--- src/rtl/pipe_pkg.sv ---
// Shared pipeline definitions: widths, opcodes, fetch state encoding, bubble value.
// S_HALT exists only when FETCH_HALT_EN is defined.
package pipe_pkg;

  localparam int PIPE_ADDR_W  = 5;
  localparam int PIPE_INSTR_W = 20;

  localparam logic [3:0] OP_ADD     = 4'b0000;
  localparam logic [3:0] OP_HALT    = 4'b1100;
  localparam logic [3:0] OP_COPY_IN = 4'b1111;

  // All-zero word decodes as a no-op downstream.
  localparam logic [PIPE_INSTR_W-1:0] BUBBLE = '0;

`ifdef FETCH_HALT_EN
  typedef enum logic [1:0] {S_BOOT, S_RUN, S_HALT} fetch_state_t;
`else
  typedef enum logic [1:0] {S_BOOT, S_RUN} fetch_state_t;
`endif

endpackage

--- src/rtl/fetch_stage_pc_reg.sv ---
// Program counter: load has priority over increment, otherwise hold; wraps modulo 2^ADDR_W.
module pc_reg #(
  parameter int ADDR_W   = 5,
  parameter int RESET_PC = 0
) (
  input  logic              Clock,
  input  logic              Resetn,
  input  logic              load,
  input  logic              inc,
  input  logic [ADDR_W-1:0] load_val,
  output logic [ADDR_W-1:0] pc
);

  always_ff @(posedge Clock or negedge Resetn) begin
    if (!Resetn) begin
      pc <= ADDR_W'(RESET_PC);
    end else if (load) begin
      pc <= load_val;
    end else if (inc) begin
      pc <= pc + ADDR_W'(1);
    end
  end

endmodule

--- src/rtl/fetch_stage.sv ---
// Instruction fetch: drives memory address from PC, registers the read word into IF/ID.
// Optional halt-on-opcode behaviour is enabled by defining FETCH_HALT_EN.
module fetch_stage
  import pipe_pkg::*;
#(
  parameter int ADDR_W   = PIPE_ADDR_W,
  parameter int INSTR_W  = PIPE_INSTR_W,
  parameter int RESET_PC = 0,
  parameter int CNT_W    = 8
) (
  input  logic               Clock,
  input  logic               Resetn,
  output logic [ADDR_W-1:0]  addr,
  input  logic [INSTR_W-1:0] q,
  input  logic               stall,
  input  logic               redirect,
  input  logic [ADDR_W-1:0]  redirect_pc,
  output logic [INSTR_W-1:0] ifid_instr,
  output logic [ADDR_W-1:0]  ifid_pc,
  output logic               ifid_valid,
  output logic               halted,
  output logic [CNT_W-1:0]   fetch_count
);

  fetch_state_t state, nxt_state;
  logic pc_load, pc_inc, capture, bubble;

  pc_reg #(.ADDR_W(ADDR_W), .RESET_PC(RESET_PC)) u_pc_reg (
    .Clock    (Clock),
    .Resetn   (Resetn),
    .load     (pc_load),
    .inc      (pc_inc),
    .load_val (redirect_pc),
    .pc       (addr)
  );

  always_comb begin
    nxt_state = state;
    pc_load   = 1'b0;
    pc_inc    = 1'b0;
    capture   = 1'b0;
    bubble    = 1'b0;
    case (state)
      S_BOOT: begin
        pc_load   = redirect;
        nxt_state = S_RUN;
      end
      S_RUN: begin
        if (redirect) begin
          pc_load = 1'b1;
          bubble  = 1'b1;
        end else if (!stall) begin
          capture = 1'b1;
`ifdef FETCH_HALT_EN
          // PC parks on the halt word so a later redirect is the only way out.
          if (q[INSTR_W-1 -: 4] == OP_HALT) nxt_state = S_HALT;
          else                              pc_inc    = 1'b1;
`else
          pc_inc  = 1'b1;
`endif
        end
      end
`ifdef FETCH_HALT_EN
      S_HALT: begin
        bubble = 1'b1;
        if (redirect) begin
          pc_load   = 1'b1;
          nxt_state = S_RUN;
        end
      end
`endif
      default: nxt_state = S_RUN;
    endcase
  end

  always_ff @(posedge Clock or negedge Resetn) begin
    if (!Resetn) begin
      state       <= S_BOOT;
      ifid_instr  <= '0;
      ifid_pc     <= '0;
      ifid_valid  <= 1'b0;
      fetch_count <= '0;
    end else begin
      state <= nxt_state;
      if (capture) begin
        ifid_instr <= q;
        ifid_pc    <= addr;
        ifid_valid <= 1'b1;
        if (fetch_count != '1) fetch_count <= fetch_count + CNT_W'(1);
      end else if (bubble) begin
        ifid_instr <= INSTR_W'(BUBBLE);
        ifid_valid <= 1'b0;
      end
    end
  end

`ifdef FETCH_HALT_EN
  assign halted = (state == S_HALT);
`else
  assign halted = 1'b0;
`endif

endmodule

--- config.mk ---
export PLATFORM = sky130hd
export DESIGN_NAME = fetch_stage
export DESIGN_NICKNAME = d
export VERILOG_FILES = /design/src/rtl/pipe_pkg.sv /design/src/rtl/fetch_stage_pc_reg.sv /design/src/rtl/fetch_stage.sv
export SDC_FILE = /design/constraint.sdc
export NUM_CORES = 1
export LEC_CHECK = 0
export CAP_MARGIN = 10
export CORE_UTILIZATION = 40
export CTS_BUF_LIST = sky130_fd_sc_hd__clkbuf_2 sky130_fd_sc_hd__clkbuf_4 sky130_fd_sc_hd__clkbuf_8
export DETAILED_ROUTE_END_ITERATION = 6
export PLACE_DENSITY = 0.79
export SETUP_SLACK_MARGIN = 0.1
export SLEW_MARGIN = 20
export SYNTH_ARGS = -nofsm -noshare
export SYNTH_HDL_FRONTEND = slang
export SYNTH_SLANG_ARGS = --single-unit
export TNS_END_PERCENT = 50
--- constraint.sdc ---
create_clock -name Clock -period 1.5 [get_ports Clock]
set_input_delay 0.3 -clock Clock [delete_from_list [all_inputs] [get_ports Clock]]
set_output_delay 0.3 -clock Clock [all_outputs]
set_load 0.01 [all_outputs]
## Word level (Yosys, flattened, before mapping)

Index checks and enable logic that the tools add are counted.

- Add/sub/neg operators: 2
- $mul: 0
- Divide/modulo/power cells: 0
- Order comparisons: 0
- Equal/unequal tests: 1
- Shift-type cells: 0
- Mux-type cells: 12
- Bitwise operators: 0
- Reductions and logical operators: 4

Operators with widths:

| cell | count |
|---|---|
| $mux W20 | 2 |
| $mux W5 | 2 |
| $add A8 B1 Y8 const B | 1 |
| $ne A8 B8 Y1 const B | 1 |
| $mux W1 | 7 |
| $add A5 B1 Y5 const B | 1 |
| $reduce_bool A2 Y1 | 2 |
| $logic_not A2 Y1 | 1 |
| $pmux W1 S2 | 1 |
| $reduce_and A2 Y1 | 1 |

- Register bits: 40
- Bits in latches: 0
- Memory bits (writable): 0
- Memory bits (read-only): 0
- Bits of input ports: 29
- Output and inout bits: 40
- Word-level logic and storage cells: 25
- Memories kept: 0

## Depth between registers and ports, before layout

Gate-level depths: netlist of the first run.

- Depth in word-level cells: 5
- Gate-level depth with buffers: 4
- Depth with buffers taken out: 4

## By module

Synthesis of the first run repeated with hierarchy kept, for this count alone.

- Cells, all modules: 126
- Area, all modules: 1631.6 um^2

Modules (own cells, without submodules):

| module | instances | cells an instance | area an instance (um^2) | sequential area each (um^2) |
|---|---|---|---|---|
| fetch_stage | 1 | 102 | 1382.6 | 875.8 |
| pc_reg | 1 | 24 | 249.0 | 125.1 |

## Worst setup path before layout of the first run

No wires, ideal clock.

- Path kind: reg2reg
- Start point: register fetch_count[0]
- End point: register fetch_count[1]
- Library setup time: 128 ps
- Arrival: 1355 ps
- Data required time: 1372 ps
- Setup slack: 18 ps
- Cell stages (with the launch flop): 5
- Path buffers: 0
- Clock period less this slack: 1482 ps
- Cell sequence: dfrtp_1 ha_1 nand4_1 o21ai_2 mux2_1

- Cells in the longest elaborated chain, start to end: 2
- Elaborated cells between the ends (all ways): 3

RTL lines:

| element | RTL line | source |
|---|---|---|
| start, declared | fetch_stage.sv:22 | `output logic [CNT_W-1:0] fetch_count` |
| start signal, assigned | fetch_stage.sv:89 | `if (fetch_count != '1) fetch_count <= fetch_count + CNT_W'(1);` |
| branches (longest 2 deep; another with $add A8 B1 Y8) | n/a |  |

Several ways; the timed one is not identified.
A chain may end at the register's enable or synchronous reset.

## Worst setup path in the final report of the first run

- Start point: register fetch_count[2]
- End point: register fetch_count[7]

Same word-level chain as after synthesis.

==> results of run 1 <==
## per-layer routing
metal	vias to the layer above	wire [um]
li1	667	-
met4	0	61
met5	-	0
met1	757	1873
met2	66	2304
met3	5	296
## cells in the final DEF (no fill, tap or decap), drive strengths merged, types with 2 or more instances in the layout
cell           instances
nor2                   4
buf                   28
nand3                  2
dfrtp                 40
inv                    4
mux2                   9
ha                     2
clkbuf                 5
o21ai                  7
nand4                  2
dlygate4sd2           41
nand2                  8
clkinv                 3
xnor2                  3
mux2i                  2
nor4                   3
clkdlybuf4s50         25
conb                   2
a22o                  20
## worst register-to-register path: stages, from the launching register on
cell	delay (ns)
sky130_fd_sc_hd__dfrtp_2	0.39
sky130_fd_sc_hd__buf_4	0.15
sky130_fd_sc_hd__nand4b_1	0.18
sky130_fd_sc_hd__nor4_2	0.27
sky130_fd_sc_hd__mux2_1	0.36
## cells by family after synthesis
kind of cell,count (synthesis),synth area share [%]
other cells,2,0.4516
xor+xnor,4,2.107
fa+ha+maj,2,1.505
buf+inv,11,3.084
compound gates,33,15.58
simple gates,29,9.783
flops,40,60.20
mux,11,7.298
## layout make-up
| cell class | instances | area [um2] | area share (%) |
|---|---|---|---|
| repair buffers | 95 | 859.6 | 32.00 |
| clock inverters | 3 | 18.77 | 0.6986 |
| clock buffers | 5 | 68.82 | 2.562 |
| multi-input cells | 81 | 654.4 | 24.36 |
| well taps | 50 | 62.56 | 2.329 |
| inverters | 4 | 15.01 | 0.5589 |
| flip-flops and latches | 40 | 1007 | 37.49 |
## power groups by stage
| stage | clock [mW] | sequential, mW | combinational [mW] |
|---|---|---|---|
| 2_1_floorplan | 0 | 1.46 | 0.226 |
| 3_3_place_gp | 0 | 1.41 | 0.772 |
| 3_5_place_dp | 0 | 1.42 | 0.798 |
| 4_1_cts | 0.721 | 1.39 | 0.805 |
| 5_1_grt | 0.753 | 1.41 | 0.902 |
| 6_report | 0.697 | 1.39 | 0.835 |
## path summary, 6_finish.rpt
check	startpoint	end	slack, ns	cells after the start
setup / recovery	fetch_count[2]$_DFFE_PN0P_	fetch_count[7]$_DFFE_PN0P_	0.05	4
setup reg to reg	fetch_count[2]$_DFFE_PN0P_	fetch_count[7]$_DFFE_PN0P_	0.05	4
max in group asynchronous	Resetn	state[0]$_DFFE_PN0N_	0.56	3
hold reg to reg	ifid_instr[10]$_DFFE_PN0P_	ifid_instr[10]$_DFFE_PN0P_	0.50	1
min in group Clock	ifid_instr[10]$_DFFE_PN0P_	ifid_instr[10]$_DFFE_PN0P_	0.50	1
hold / removal	Resetn	ifid_pc[1]$_DFFE_PN0P_	0.46	2
## what timing repair did
action	CTS	global route
endpoints found under the hold margin	16	0
buffers inserted	7	3
setup endpoints to repair	53	14
hold buffers	1	0
pin swaps	2	5
resized for setup	45	7
==> out/qor_table.md, run 1 <==
| Step | Quantity | This run |
| --- | --- | --- |
| run status | Outcome | finished clean |
| synthesis | Async S/R FF share, synth | 100.0% |
| routing | Via-per-instance ratio | 5.378 |
| grt | First-pass GRT wire length | 6.472 mm |
| timing | Unrepaired setup endpoints after global routing | yes |
| grt | Met3 global-route usage | 5.651% |
| cells and area | Top register by number of flip-flops | ifid_instr |
| cts | Max H-tree Level | 2 |
| routing | DRT Pass-1 Iters | 4 |
| cts | Number of buffers on the longest clock path | 2 |
| routing | Vias after detailed routing | 1,495 |
| pwr | Portion of total power attributed to sequential cells | 47.6% |
| timing | Clk_skew | 0.004237 ns |
| run | Number of maximum-capacitance constraint violations | 0 |
| setup path | Data required time of the worst path | 1.68 ns |
| cells and area | Post-route design area | 0.002686 mm2 |
| synthesis | Most frequent cell after synthesis | sky130_fd_sc_hd__dfrtp_1 |
| setup path | Arrival time at the worst endpoint | 1.64 ns |
| cts | Num Clock Sinks | 40 |
| floorplanning | Vertical extent of the die | 66.48 um |
| timing | Worst hold slack | 0.4611 ns |
| setup path | Cell at the slowest stage of the critical path | sky130_fd_sc_hd__dfrtp_2 |
| pwr | Comb power frac | 28.6% |
| floorplanning | Die ar. | 0.004419 mm2 |
| placed design | Total of buffers placed on input and output ports | 67 |
| floorplanning | Placeable core area | 0.004000 mm2 |
| synthesis | Post-synth EDFFs | 0 |
| setup path | Highest net fanout along the worst path | 6 |
| pwr | Power density over cell area | 1089 mW/mm2 |
| timing | Highest clock rate | 0.6883 GHz |
| setup path | Critical path's top delay family | simple AND/OR/NAND/NOR gates |
| pwr | Maximum vdd ir drop | 0.7925 mV |
| synthesis | Share of synthesized area occupied by flip-flops and latches | 60.20% |
| synthesis | Synth Net Count | 163 |
| setup path | Number of buffer and inverter stages on the critical path | 1 |
| floorplanning | Number of placement rows | 23 |
| cts | Clock transition at the register clock pins on the worst setup and hold paths after CTS | 0.08 ns |
| placed design | HPWL after detailed placement | 3.120 mm |
| grt | Via count of the first global-routing pass | 1,341 |
| pwr | Total Power Consumption | 2.925 mW |
| timing | Final min period | 1.453 ns |
| synthesis | Cell count after synthesis | 132 |
| grt | All-layer global routing usage | 20.66% |
| setup path | Startpoint kind of the worst setup timing path | register |
| pwr | Net switching share of the total power | 30.24% |
| cells and area | Nets | 258 |
| synthesis | Library cells used by synthesis | 36 |
| synthesis | Top cells by count, synth | sky130_fd_sc_hd__dfrtp_1, sky130_fd_sc_hd__a22o_1, sky130_fd_sc_hd__nand2_1 |
| routing | Wirelength, routed | 4.537 mm |
| pwr | Clock group share of total power | 23.8% |
| synthesis | Syn avg cell area | 12.60 um2 |
| worst hold path | Type of the tightest min-delay check | input port to asynchronous set/reset pin |
| floorplanning | Top-level port count | 69 |
| placed design | Minimum setup slack after placement | -0.3237 ns |
| setup path | Critical path capture point type | register |
| cells and area | End-of-flow core utilization | 67.16% |
| placed design | Cell count after placement | 259 |
| floorplanning | Chip width | 66.48 um |
| cts | TritonCTS clock tree | done |
| cts | Clock latency at the later pin of the worst-skew pair | 0.30 ns |
| cells and area | Number of antenna diodes | 0 |
| cells and area | Number of flip-flops in the largest register | 20 |
| cts | Clock root buffer | sky130_fd_sc_hd__clkbuf_8 |
| synthesis | Top-area cell type share of the netlist area | 60.20% |
| pwr | Internal | 2.041 mW |
| pwr | Pleak | 1.304 nW |
| timing | Pins over their slew limit | 0 |
| routing | Antenna Nets Post-Route | 0 |
| cells and area | Layout overhead on the synthesized area | 61.55% |
| synthesis | Number of synthesized register bits | 40 |
| timing | Sum Neg Setup Slack | 0 ns |
| routing | Residual DRC count | 0 |
| cells and area | Layout cell share with drive strength beyond 1 | 23.25% |
| grt | Most used routing layer | met2 |
| synthesis | Cell type contributing the most total cell area after synthesis | sky130_fd_sc_hd__dfrtp_1 |
| grt | Met1 track utilization from global routing | 25.56% |
| grt | Met2 capacity usage during global routing | 35.33% |
| synthesis | Top flip-flop cell by instance count after synthesis | sky130_fd_sc_hd__dfrtp_1 |
| timing | Final Hold Viols | 0 |
| timing | Share of the clock period used by the worst path after layout | 96.86% |
| grt | GRT overflow | 0 |
| cells and area | Fillers | 313 |
| synthesis | Yosys synthesis warning count | 0 |
| grt | Maximum number of pins on one net before global-route repair | 25 |
| synthesis | Netlist area before placement | 0.001663 mm2 |
| routing | Wirelength per Cell | 16.32 um |
| floorplanning | Effective utilization at floorplan | 41.57% |
| pwr | Net Switching | 0.8847 mW |
| synthesis | Top cells by area, synth | sky130_fd_sc_hd__dfrtp_1, sky130_fd_sc_hd__a22o_1, sky130_fd_sc_hd__mux2_2 |
| timing | Final number of setup-violating endpoints | 0 |
| placed design | Post-Place Cell Area | 0.002517 mm2 |
| routing | DR iter-0 viols | 103 |
| timing | Final worst-path setup slack | 0.04707 ns |
| cts | Cts bufs inserted | 5 |
| setup path | Crit Path Class | register to register |
| cells and area | Final cell count without fillers | 278 |
| cells and area | Registers with the highest flip-flop counts | ifid_instr (20), fetch_count (8) |
| setup path | Maximum cell stage delay along the critical path | 0.39 ns |
| placed design | Placer congestion estimate | 0.8740 |
| setup path | Worst-path cell chain | buf_4, nand4b_1, nor4_2, mux2_1 |
| grt | Number of antenna violations at the first check in global routing | 0 |
(Power assumes the default switching activity.)
==> run 2: changes to the inputs <==
Settings changed: CORE_UTILIZATION 40 to 37, PLACE_DENSITY 0.79 to 0.74.
==> out/qor_table.md, run 2 (synthesized netlist as in run 1, its figures left out) <==
| Step | Quantity | This run | Delta |
| --- | --- | --- | --- |
| routing | Vias after detailed routing | 1,477 | was 1,495 |
| timing | Sum Neg Setup Slack | 0 ns | unchanged |
| cts | Clock transition at the register clock pins on the worst setup and hold paths after CTS | 0.08 ns | about the same |
| placed design | Placer congestion estimate | 0.8710 | was 0.8740 |
| routing | Via-per-instance ratio | 5.164 | was 5.378 |
| cells and area | Number of flip-flops in the largest register | 20 | unchanged |
| setup path | Arrival time at the worst endpoint | 1.64 ns | about the same |
| routing | Antenna Nets Post-Route | 0 | unchanged |
| cells and area | Number of antenna diodes | 0 | unchanged |
| run | Number of maximum-capacitance constraint violations | 0 | unchanged |
| setup path | Reg2Reg Capture Point | fetch_count[7]$_DFFE_PN0P_ | unchanged |
| setup path | Worst Reg2Reg Path Length in Cells | 5 | was 4 |
| cts | Number of buffers on the longest clock path | 2 | unchanged |
| floorplanning | Vertical extent of the die | 69.04 um | was 66.48 um |
| floorplanning | Effective utilization at floorplan | 38.45% | was 41.57% |
| timing | Highest clock rate | 0.6840 GHz | was 0.6883 GHz |
| cells and area | Top register by number of flip-flops | ifid_instr | unchanged |
| grt | Number of antenna violations at the first check in global routing | 0 | unchanged |
| cells and area | Registers with the highest flip-flop counts | ifid_instr (20), fetch_count (8) | unchanged |
| worst hold path | Type of the tightest min-delay check | input port to asynchronous set/reset pin | unchanged |
| setup path | Launching instance or port of the critical path | fetch_count[1]$_DFFE_PN0P_ | was fetch_count[2]$_DFFE_PN0P_ |
| routing | Wirelength, routed | 4.511 mm | was 4.537 mm |
| grt | GRT overflow | 0 | unchanged |
| setup path | Data required time of the worst path | 1.68 ns | about the same |
| pwr | Pleak | 1.349 nW | was 1.304 nW |
| timing | Pins over their slew limit | 0 | unchanged |
| placed design | HPWL after detailed placement | 3.057 mm | was 3.120 mm |
| cts | Cts bufs inserted | 5 | unchanged |
| timing | Worst hold slack | 0.4606 ns | was 0.4611 ns |
| floorplanning | Number of placement rows | 24 | was 23 |
| setup path | Startpoint kind of the worst setup timing path | register | unchanged |
| setup path | Worst R2R Setup Slack | 0.04 ns | was 0.05 ns |
| setup path | Critical path capture point type | register | unchanged |
| grt | Maximum number of pins on one net before global-route repair | 21 | was 25 |
| setup path | Reg2Reg Launch Point | fetch_count[1]$_DFFE_PN0P_ | was fetch_count[2]$_DFFE_PN0P_ |
| setup path | Worst Setup EP | fetch_count[7]$_DFFE_PN0P_ | unchanged |
| cts | Clock latency at the later pin of the worst-skew pair | 0.29 ns | was 0.30 ns |
| pwr | Total Power Consumption | 3.029 mW | was 2.925 mW |
| routing | DRT Pass-1 Iters | 4 | unchanged |
| pwr | Maximum vdd ir drop | 0.5512 mV | was 0.7925 mV |
| cts | Max H-tree Level | 2 | unchanged |
| floorplanning | Top-level port count | 69 | unchanged |
| routing | Residual DRC count | 0 | unchanged |
| run status | Outcome | finished clean | unchanged |
| cells and area | Nets | 265 | was 258 |
| timing | Final min period | 1.462 ns | was 1.453 ns |
| placed design | Total of buffers placed on input and output ports | 67 | unchanged |
| timing | Final number of setup-violating endpoints | 0 | unchanged |
| floorplanning | Placeable core area | 0.004324 mm2 | was 0.004000 mm2 |
| timing | Unrepaired setup endpoints after global routing | yes | unchanged |
| grt | Via count of the first global-routing pass | 1,462 | was 1,341 |
| setup path | Crit Path Class | register to register | unchanged |
| timing | Final Hold Viols | 0 | unchanged |
| setup path | Highest net fanout along the worst path | 3 | was 6 |
| cells and area | Layout cell share with drive strength beyond 1 | 26.50% | was 23.25% |
| floorplanning | Chip width | 69.04 um | was 66.48 um |
| timing | Clk_skew | 0.007454 ns | was 0.004237 ns |
| pwr | Power density over cell area | 1102 mW/mm2 | was 1089 mW/mm2 |
| cells and area | Layout overhead on the synthesized area | 65.39% | was 61.55% |
| cells and area | Most used cells in the layout excluding fill and tap cells | sky130_fd_sc_hd__dlygate4sd2_1, sky130_fd_sc_hd__dfrtp_1, sky130_fd_sc_hd__buf_4, sky130_fd_sc_hd__clkdlybuf4s50_1, sky130_fd_sc_hd__a22o_1 | was sky130_fd_sc_hd__dlygate4sd2_1, sky130_fd_sc_hd__dfrtp_1, sky130_fd_sc_hd__clkdlybuf4s50_1, sky130_fd_sc_hd__buf_4, sky130_fd_sc_hd__a22o_1 |
| timing | Share of the clock period used by the worst path after layout | 97.46% | was 96.86% |
| floorplanning | Die ar. | 0.004767 mm2 | was 0.004419 mm2 |
| routing | DR iter-0 viols | 47 | was 103 |
| cts | Clock root buffer | sky130_fd_sc_hd__clkbuf_8 | unchanged |
| grt | First-pass GRT wire length | 7.107 mm | was 6.472 mm |
| grt | All-layer global routing usage | 19.18% | was 20.66% |
| routing | Wirelength per Cell | 15.77 um | was 16.32 um |
| cells and area | Most frequent standard cell in the layout excluding fill and tap cells | sky130_fd_sc_hd__dlygate4sd2_1 | unchanged |
| cts | Num Clock Sinks | 40 | unchanged |
| cells and area | Fillers | 350 | was 313 |
| cts | TritonCTS clock tree | done | unchanged |
-- run 2: cell count changes in the layout (fill, tap and decap cells not counted), sizes merged --
cell           delta
clkbuf            +1
clkinv            -2
clkdlybuf4s15     +1
buf               +7
dlygate4sd2       -1
-- run 2: power breakdown --
| part | switching [mW] | internal [mW] |
|---|---|---|
| clock | 0.347 | 0.334 |
| sequential | 0.109 | 1.24 |
| combinational | 0.425 | 0.579 |
-- run 2: timing repair --
action	in CTS	in global routing
setup endpoints to repair	66	27
setup buffers	10	7
resized for setup	52	9
pin swaps	3	6
hold buffers	1	0
gates cloned	0	0
endpoints found under the hold margin	15	0
-- run 2: layout make-up --
type	count	area, um2	share of cell area (%)
Clock buffer	6	76.32	2.775
Clock inverter	1	5.005	0.1820
Tap cell	52	65.06	2.366
Multi-Input combinational cell	81	675.6	24.57
Timing Repair Buffer	102	908.4	33.03
Sequential cell	40	1005	36.53
Inverter	4	15.01	0.5460
-- run 2: worst min-delay path by stage --
stage | startpoint | endpoint | depth (start not counted)
6_report | Resetn | fetch_count[6]$_DFFE_PN0P_ | 2
5_1_grt | Resetn | fetch_count[6]$_DFFE_PN0P_ | 2
4_1_cts | Resetn | fetch_count[6]$_DFFE_PN0P_ | 2
3_5_place_dp | Resetn | fetch_count[1]$_DFFE_PN0P_ | 1
3_3_place_gp | Resetn | fetch_count[1]$_DFFE_PN0P_ | 1
2_1_floorplan | Resetn | fetch_count[0]$_DFFE_PN0P_ | 0
-- run 2: metal layers --
layer / vias up / part of all wire [%] / global-route usage [%] / wire [um]
li1: 684 / - / - / -
met1: 721 / 41 / 23.66 / 1837
met2: 57 / 51 / 31.61 / 2285
met3: 15 / 4.3 / 3.509 / 196
met5: - / 0 / 0 / 0
met4: 0 / 4.2 / 10.66 / 191
-- run 2: critical path, cell delays in order, from the launching register on --
cell	delay, ns
sky130_fd_sc_hd__dfrtp_1	0.37
sky130_fd_sc_hd__buf_6	0.12
sky130_fd_sc_hd__buf_6	0.08
sky130_fd_sc_hd__nand4b_1	0.23
sky130_fd_sc_hd__nor4_2	0.22
sky130_fd_sc_hd__mux2_1	0.35
-- run 2: per-stage QoR --
| step | cells | utilization, % | cell area, um2 | setup WS [ns] |
|---|---|---|---|---|
| 2_1_floorplan | 132 | - | 1667 | 0.01969 |
| 3_3_place_gp | 261 | 57.99 | 2507 | -0.2731 |
| 3_5_place_dp | 261 | 57.99 | 2507 | -0.3004 |
| 4_1_cts | 279 | 61.75 | 2670 | 0.09299 |
| 5_1_grt | 286 | 63.60 | 2750 | -0.05061 |
| 6_report | 286 | 63.60 | 2750 | 0.03806 |
